`src/rtl/keypad_operand_entry.sv`:
```
// Keypad front end: folds decimal key codes into two saturating binary operands plus an opcode,
// then offers {A, B, OP} downstream. Optional backspace key enabled by KEYPAD_BACKSPACE_EN.
module keypad_operand_entry #(
    parameter int DIGITS  = 2,
    parameter int MAX_VAL = 99,
    parameter int W       = 7
) (
    input  logic         iCLK,
    input  logic         iRST,
    input  logic         iKEY_VALID,
    input  logic [4:0]   iKEY_CODE,
    output logic         oKEY_READY,
    output logic [W-1:0] oA,
    output logic [W-1:0] oB,
    output logic [1:0]   oOP,
    output logic         oVALID,
    input  logic         iRES_READY,
    output logic [1:0]   oSTATE,
    output logic         oERR
);

    localparam int CW = (DIGITS < 1) ? 1 : $clog2(DIGITS + 1);
    localparam logic [W+3:0] TEN_WIDE = (W + 4)'(10);
    localparam logic [W+3:0] MAX_WIDE = (W + 4)'(MAX_VAL);
    localparam logic [CW-1:0] CNT_FULL = CW'(DIGITS);

    typedef enum logic [1:0] {
        S_A   = 2'b00,
        S_B   = 2'b01,
        S_OUT = 2'b10
    } state_t;

    state_t        r_state;
    logic [W-1:0]  r_a;
    logic [W-1:0]  r_b;
    logic [1:0]    r_op;
    logic [CW-1:0] r_cnt_a;
    logic [CW-1:0] r_cnt_b;
    logic          r_valid;
    logic          r_err;

    logic          w_key_fire;
    logic          w_is_digit;
    logic          w_is_oper;
    logic [W-1:0]  w_cur;
    logic [CW-1:0] w_cnt;
    logic          w_full;
    logic [W+3:0]  w_wide;
    logic [W-1:0]  w_clamp;
    logic          w_div0;

    assign w_key_fire = iKEY_VALID & oKEY_READY;
    assign w_is_digit = (iKEY_CODE < 5'd10);
    assign w_is_oper  = (iKEY_CODE >= 5'd10) && (iKEY_CODE <= 5'd13);

    // Operand currently being typed: A while in S_A, B otherwise.
    assign w_cur  = (r_state == S_B) ? r_b : r_a;
    assign w_cnt  = (r_state == S_B) ? r_cnt_b : r_cnt_a;
    assign w_full = (w_cnt >= CNT_FULL);

    // Widened so value*10 + digit cannot wrap before saturating at MAX_VAL.
    assign w_wide  = ({4'b0000, w_cur} * TEN_WIDE) + {{W{1'b0}}, iKEY_CODE[3:0]};
    assign w_clamp = (w_wide > MAX_WIDE) ? MAX_WIDE[W-1:0] : w_wide[W-1:0];
    assign w_div0  = (r_op == 2'b11) && (r_b == '0);

`ifdef KEYPAD_BACKSPACE_EN
    logic [W-1:0] w_bs;
    assign w_bs = w_cur / W'(10);
`endif

    always_ff @(posedge iCLK or posedge iRST) begin
        if (iRST) begin
            r_state <= S_A;
            r_a     <= '0;
            r_b     <= '0;
            r_op    <= 2'b00;
            r_cnt_a <= '0;
            r_cnt_b <= '0;
            r_valid <= 1'b0;
            r_err   <= 1'b0;
        end else begin
            r_err <= 1'b0;
            case (r_state)
                S_A, S_B: begin
                    if (w_key_fire) begin
                        if (w_is_digit) begin
                            if (w_full) begin
                                r_err <= 1'b1;
                            end else if (r_state == S_A) begin
                                r_a     <= w_clamp;
                                r_cnt_a <= r_cnt_a + CW'(1);
                            end else begin
                                r_b     <= w_clamp;
                                r_cnt_b <= r_cnt_b + CW'(1);
                            end
                        end else if (w_is_oper) begin
                            r_op <= 2'(iKEY_CODE - 5'd10);
                            if (r_state == S_A) begin
                                r_b     <= '0;
                                r_cnt_b <= '0;
                                r_state <= S_B;
                            end
                        end else if (iKEY_CODE == 5'd14) begin
                            if (r_state == S_B) begin
                                if (w_div0) begin
                                    r_err <= 1'b1;
                                end else begin
                                    r_state <= S_OUT;
                                    r_valid <= 1'b1;
                                end
                            end
                        end else if (iKEY_CODE == 5'd15) begin
                            r_state <= S_A;
                            r_a     <= '0;
                            r_b     <= '0;
                            r_op    <= 2'b00;
                            r_cnt_a <= '0;
                            r_cnt_b <= '0;
                            r_valid <= 1'b0;
`ifdef KEYPAD_BACKSPACE_EN
                        end else if (iKEY_CODE == 5'd16) begin
                            // An empty operand ignores backspace silently.
                            if (w_cnt != '0) begin
                                if (r_state == S_A) begin
                                    r_a     <= w_bs;
                                    r_cnt_a <= r_cnt_a - CW'(1);
                                end else begin
                                    r_b     <= w_bs;
                                    r_cnt_b <= r_cnt_b - CW'(1);
                                end
                            end
`endif
                        end
                    end
                end
                S_OUT: begin
                    // Operands stay frozen until the result stage takes them.
                    if (iRES_READY) begin
                        r_state <= S_A;
                        r_a     <= '0;
                        r_b     <= '0;
                        r_cnt_a <= '0;
                        r_cnt_b <= '0;
                        r_valid <= 1'b0;
                    end
                end
                default: begin
                    r_state <= S_A;
                    r_valid <= 1'b0;
                end
            endcase
        end
    end

    assign oKEY_READY = (r_state != S_OUT);
    assign oA         = r_a;
    assign oB         = r_b;
    assign oOP        = r_op;
    assign oVALID     = r_valid;
    assign oSTATE     = r_state;
    assign oERR       = r_err;

endmodule

```
`config.mk`:
```
export PLATFORM = sky130hd
export DESIGN_NAME = keypad_operand_entry
export DESIGN_NICKNAME = d
export VERILOG_FILES = /design/src/rtl/keypad_operand_entry.sv
export SDC_FILE = /design/constraint.sdc
export NUM_CORES = 1
export LEC_CHECK = 0
export BUFFER_PORTS_ARGS = -buffer_cell sky130_fd_sc_hd__buf_2
export CAP_MARGIN = 20
export CORE_MARGIN = 3
export CORE_UTILIZATION = 45
export DETAILED_ROUTE_END_ITERATION = 8
export HOLD_SLACK_MARGIN = 0.02
export PLACE_DENSITY_LB_ADDON = 0.15
export SYNTH_ARGS = -nofsm -noshare
export SYNTH_HDL_FRONTEND = slang
export SYNTH_SLANG_ARGS = --single-unit
```
`constraint.sdc`:
```
create_clock -name iCLK -period 5.3 [get_ports iCLK]
set_clock_uncertainty 0.1 [all_clocks]
set_input_delay 1.59 -clock iCLK [delete_from_list [all_inputs] [get_ports iCLK]]
set_output_delay 1.59 -clock iCLK [all_outputs]
set_load 0.05 [all_outputs]
```
==> key figures <==
Final layout
  • Final Instance Area: 2130 µm²
  • Fraction of layout instances using a drive strength above 1: 17.1%
  • Highest-count cells in the layout ignoring fill and taps: sky130_fd_sc_hd__buf_2 (29), sky130_fd_sc_hd__nand2_1 (24), sky130_fd_sc_hd__dfrtp_1 (24)
  • Final #Nets: 268
  • Number of inserted diodes: 0
  • Layout-stage area growth over the synthesis result: 12.0%
  • Leading cell type in the layout, fill and taps excluded: sky130_fd_sc_hd__buf_2
  • Non-filler instance count after layout: 295

Pwr
  • Ratio of total power to cell area: 662 nW/µm²
  • Maximum resistive drop on vdd: 0.000254 V
  • P_leak: 1.06 nW

Clocking
  • Maximum count of clock buffers along a single path: 2
  • Master cell of the clock root buffer: sky130_fd_sc_hd__clkbuf_8
  • CTS tree: built
  • Reg clk slew, reported paths: 0.08 ns
  • Clock latency at the later pin of the worst-skew pair: 0.26 ns
  • Post-CTS Setup Repair Bufs: 0
  • Number of cells upsized or downsized after cts: 0
  • Number of clock sinks seen by CTS: 24
  • Quantity of hold-fixing buffers added after cts: 0
  • Clock buffer count from CTS: 3
  • H-tree level count: 1

GRT
  • Overflow after GRT: 0
  • Number of antenna violations at the first check in global routing: 0
  • Via count of the first global-routing pass: 1625
  • First-pass GRT wire length: 8140 µm
  • Largest net degree at the start of global routing: 25
  • Global-route total usage across every layer: 20.1%

Route
  • Wl on met1: 2200 µm
  • Via-per-instance ratio: 5.69
  • Count of vias placed by the detailed router: 1678
  • Detail Route Antenna Nets: 0
  • Uppermost signal routing layer after detailed routing: met4
  • Metal2 WL: 2400 µm
  • Number of DRC markers after the initial detailed-route iteration: 98
  • Routed length on met3: 103 µm
  • Detailed-router iteration count before antenna repair: 4
  • Post-DR wirelength/cell: 16.1 µm
  • DRC viols: 0
  • Detailed-route wire length: 4740 µm

Floorplan
  • Horizontal extent of the die: 71.0 µm
  • Floorplan row count: 23
  • Full die area: 5040 µm²
  • Effective utilization at floorplan: 47.2%
  • Core region area: 4030 µm²
  • Top-level port count: 30
  • Floorplan die height: 71.0 µm

Timing
  • Share of the clock period used by the worst path: 87.4%
  • Minimum hold slack: 0.417 ns
  • Fin crit period: 4.63 ns
  • Final-report setup violation count: 0
  • Count of final hold-check violations: 0
  • Pin slew with the least headroom to its limit: 0.915 ns
  • Final Max Slew Viols: 0
  • Setup repair after global routing missed its margin: no
  • Final-layout setup total negative slack: 0 ns
  • Top achievable clock speed: 216 MHz
  • Relative max-transition margin: 38.1%

Yosys
  • Average instance area after synthesis: 8.72 µm²
  • Share of async-settable or async-resettable flops after synthesis: 100%
  • Post-Syn Area: 1900 µm²
  • Sequential cell area fraction in the yosys report: 31.6%
  • Instance count of the mapped netlist: 218
  • Fraction of synthesized cell area taken by the top area cell type: 31.6%
  • Top cells by area in the synthesized netlist: sky130_fd_sc_hd__dfrtp_1 (32%), sky130_fd_sc_hd__ha_1 (6.6%), sky130_fd_sc_hd__nand2_1 (4.7%)
  • Syn nets: 239
  • Number of flops mapped to enable cells by yosys: 0
  • Most instantiated flip-flop cell in the synthesis netlist: sky130_fd_sc_hd__dfrtp_1
  • Number of warnings issued by yosys: 0
  • Post-synthesis cell type count: 49
  • Synth Register Bits: 24
  • Cell taking the most area after synthesis: sky130_fd_sc_hd__dfrtp_1

Worst setup path
  • Largest driver fanout on the critical path: 13
  • Nature of the critical path endpoint: flop
  • Launch instance of the worst register-to-register path: oSTATE[1]
  • Worst Setup Start Kind: flop
  • Critical path type: flop to flop
  • Arrival time worst endpoint: 4.66 ns
  • Reg-to-reg setup timing slack: 0.67 ns
  • Source of the critical timing path: oSTATE[1]
  • Req. time, crit path: 5.33 ns

Placement
  • Post-DP HPWL: 3780 µm
  • Weighted congestion reported at the end of routability-driven placement: 0.872
  • Total instance count after detailed placement: 292
  • Port buffer count: 29
  • Placed standard-cell area: 2090 µm²

Min path
  • Worst Hold Class: flop to flop
  • Startpoint of the lowest-slack hold path: r_cnt_a[0]

Job
  • Count of max-cap constraint violations: 0

Run status
  • Status: complete, no violations
==> stage by stage <==
stage	utilization, %	total power, mW	setup slack [ns]
after global placement	51.9	1.31	0.829
after CTS	52.9	1.42	0.697
after global routing	52.9	1.53	0.350
final	52.9	1.41	0.670
after detailed placement	51.9	1.31	0.730
after floorplan	-	1.07	1.02
==> routing by layer <==
metal / global-route usage [%] / up-vias
met5: 0 / -
met4: 2.71 / 0
met3: 2.98 / 4
met2: 36.3 / 20
met1: 26.0 / 800
li1: - / 854
==> synthesized netlist by cell type, types with 3 or more instances <==
master                      n
sky130_fd_sc_hd__a21o_1     3
sky130_fd_sc_hd__clkbuf_1   4
sky130_fd_sc_hd__mux2i_1    7
sky130_fd_sc_hd__xor2_1     5
sky130_fd_sc_hd__nor3_1    10
sky130_fd_sc_hd__a21oi_1   10
sky130_fd_sc_hd__nand2b_1   6
sky130_fd_sc_hd__inv_1     11
sky130_fd_sc_hd__mux2_2     4
sky130_fd_sc_hd__nand2_1   24
sky130_fd_sc_hd__a211oi_1   8
sky130_fd_sc_hd__o21ai_0   14
sky130_fd_sc_hd__nor2_1    21
sky130_fd_sc_hd__xnor2_1    6
sky130_fd_sc_hd__dfrtp_1   24
sky130_fd_sc_hd__a22o_1     7
sky130_fd_sc_hd__ha_1      10
==> logic make-up after synthesis <==
family,after synthesis,share of synthesized area (%)
AND/OR/NAND/NOR,80,21.7
AO/OA/AOI/OAI,64,23.7
flip-flops,24,31.6
buffers and inverters,16,3.22
adder cells (fa/ha/maj),12,8.68
XOR/XNOR,11,5.07
multiplexers,11,6.05
==> cell type report <==
type | count | area, µm²
fillers | 404 | 1900
repair buffers | 29 | 145
clock buffers | 3 | 41.3
inverters | 11 | 41.3
flip-flops and latches | 24 | 601
multi-input cells | 178 | 1240
well taps | 50 | 62.6
==> flip-flops by register name, summed over array words and instances (netlist names) <==
signal,cells
oA,7
oB,7
oERR,1
oOP,2
oSTATE,2
oVALID,1
r_cnt_a,2
r_cnt_b,2
==> final timing paths <==
check	endpoint	cells past startpoint
max	oA[1]	13
min reg2reg	r_cnt_a[0]	1
min	r_cnt_a[0]	1
max reg2reg	oA[1]	13
min in group asynchronous	r_cnt_a[0]	2
max in group asynchronous	oB[1]	2
==> critical path, stage by stage, from the launching register on <==
cell and delay (ns):
sky130_fd_sc_hd__dfrtp_1 0.53, sky130_fd_sc_hd__nand2b_1 0.55, sky130_fd_sc_hd__mux2i_1 0.37, sky130_fd_sc_hd__inv_1 0.08
sky130_fd_sc_hd__ha_1 0.30, sky130_fd_sc_hd__ha_1 0.23, sky130_fd_sc_hd__fa_1 0.62, sky130_fd_sc_hd__nand2_1 0.16
sky130_fd_sc_hd__or4_1 0.43, sky130_fd_sc_hd__or4_4 0.44, sky130_fd_sc_hd__o211ai_2 0.11, sky130_fd_sc_hd__nand4_4 0.16
sky130_fd_sc_hd__a21oi_4 0.29, sky130_fd_sc_hd__a211oi_1 0.13
==> power breakdown <==
group	switching [mW]	internal, mW	leakage [nW]	total [mW]
clock	0.0530	0.0507	0.0216	0.104
sequential	0.0731	0.247	0.311	0.321
combinational	0.651	0.334	0.727	0.985
(Power assumes the default switching activity.)
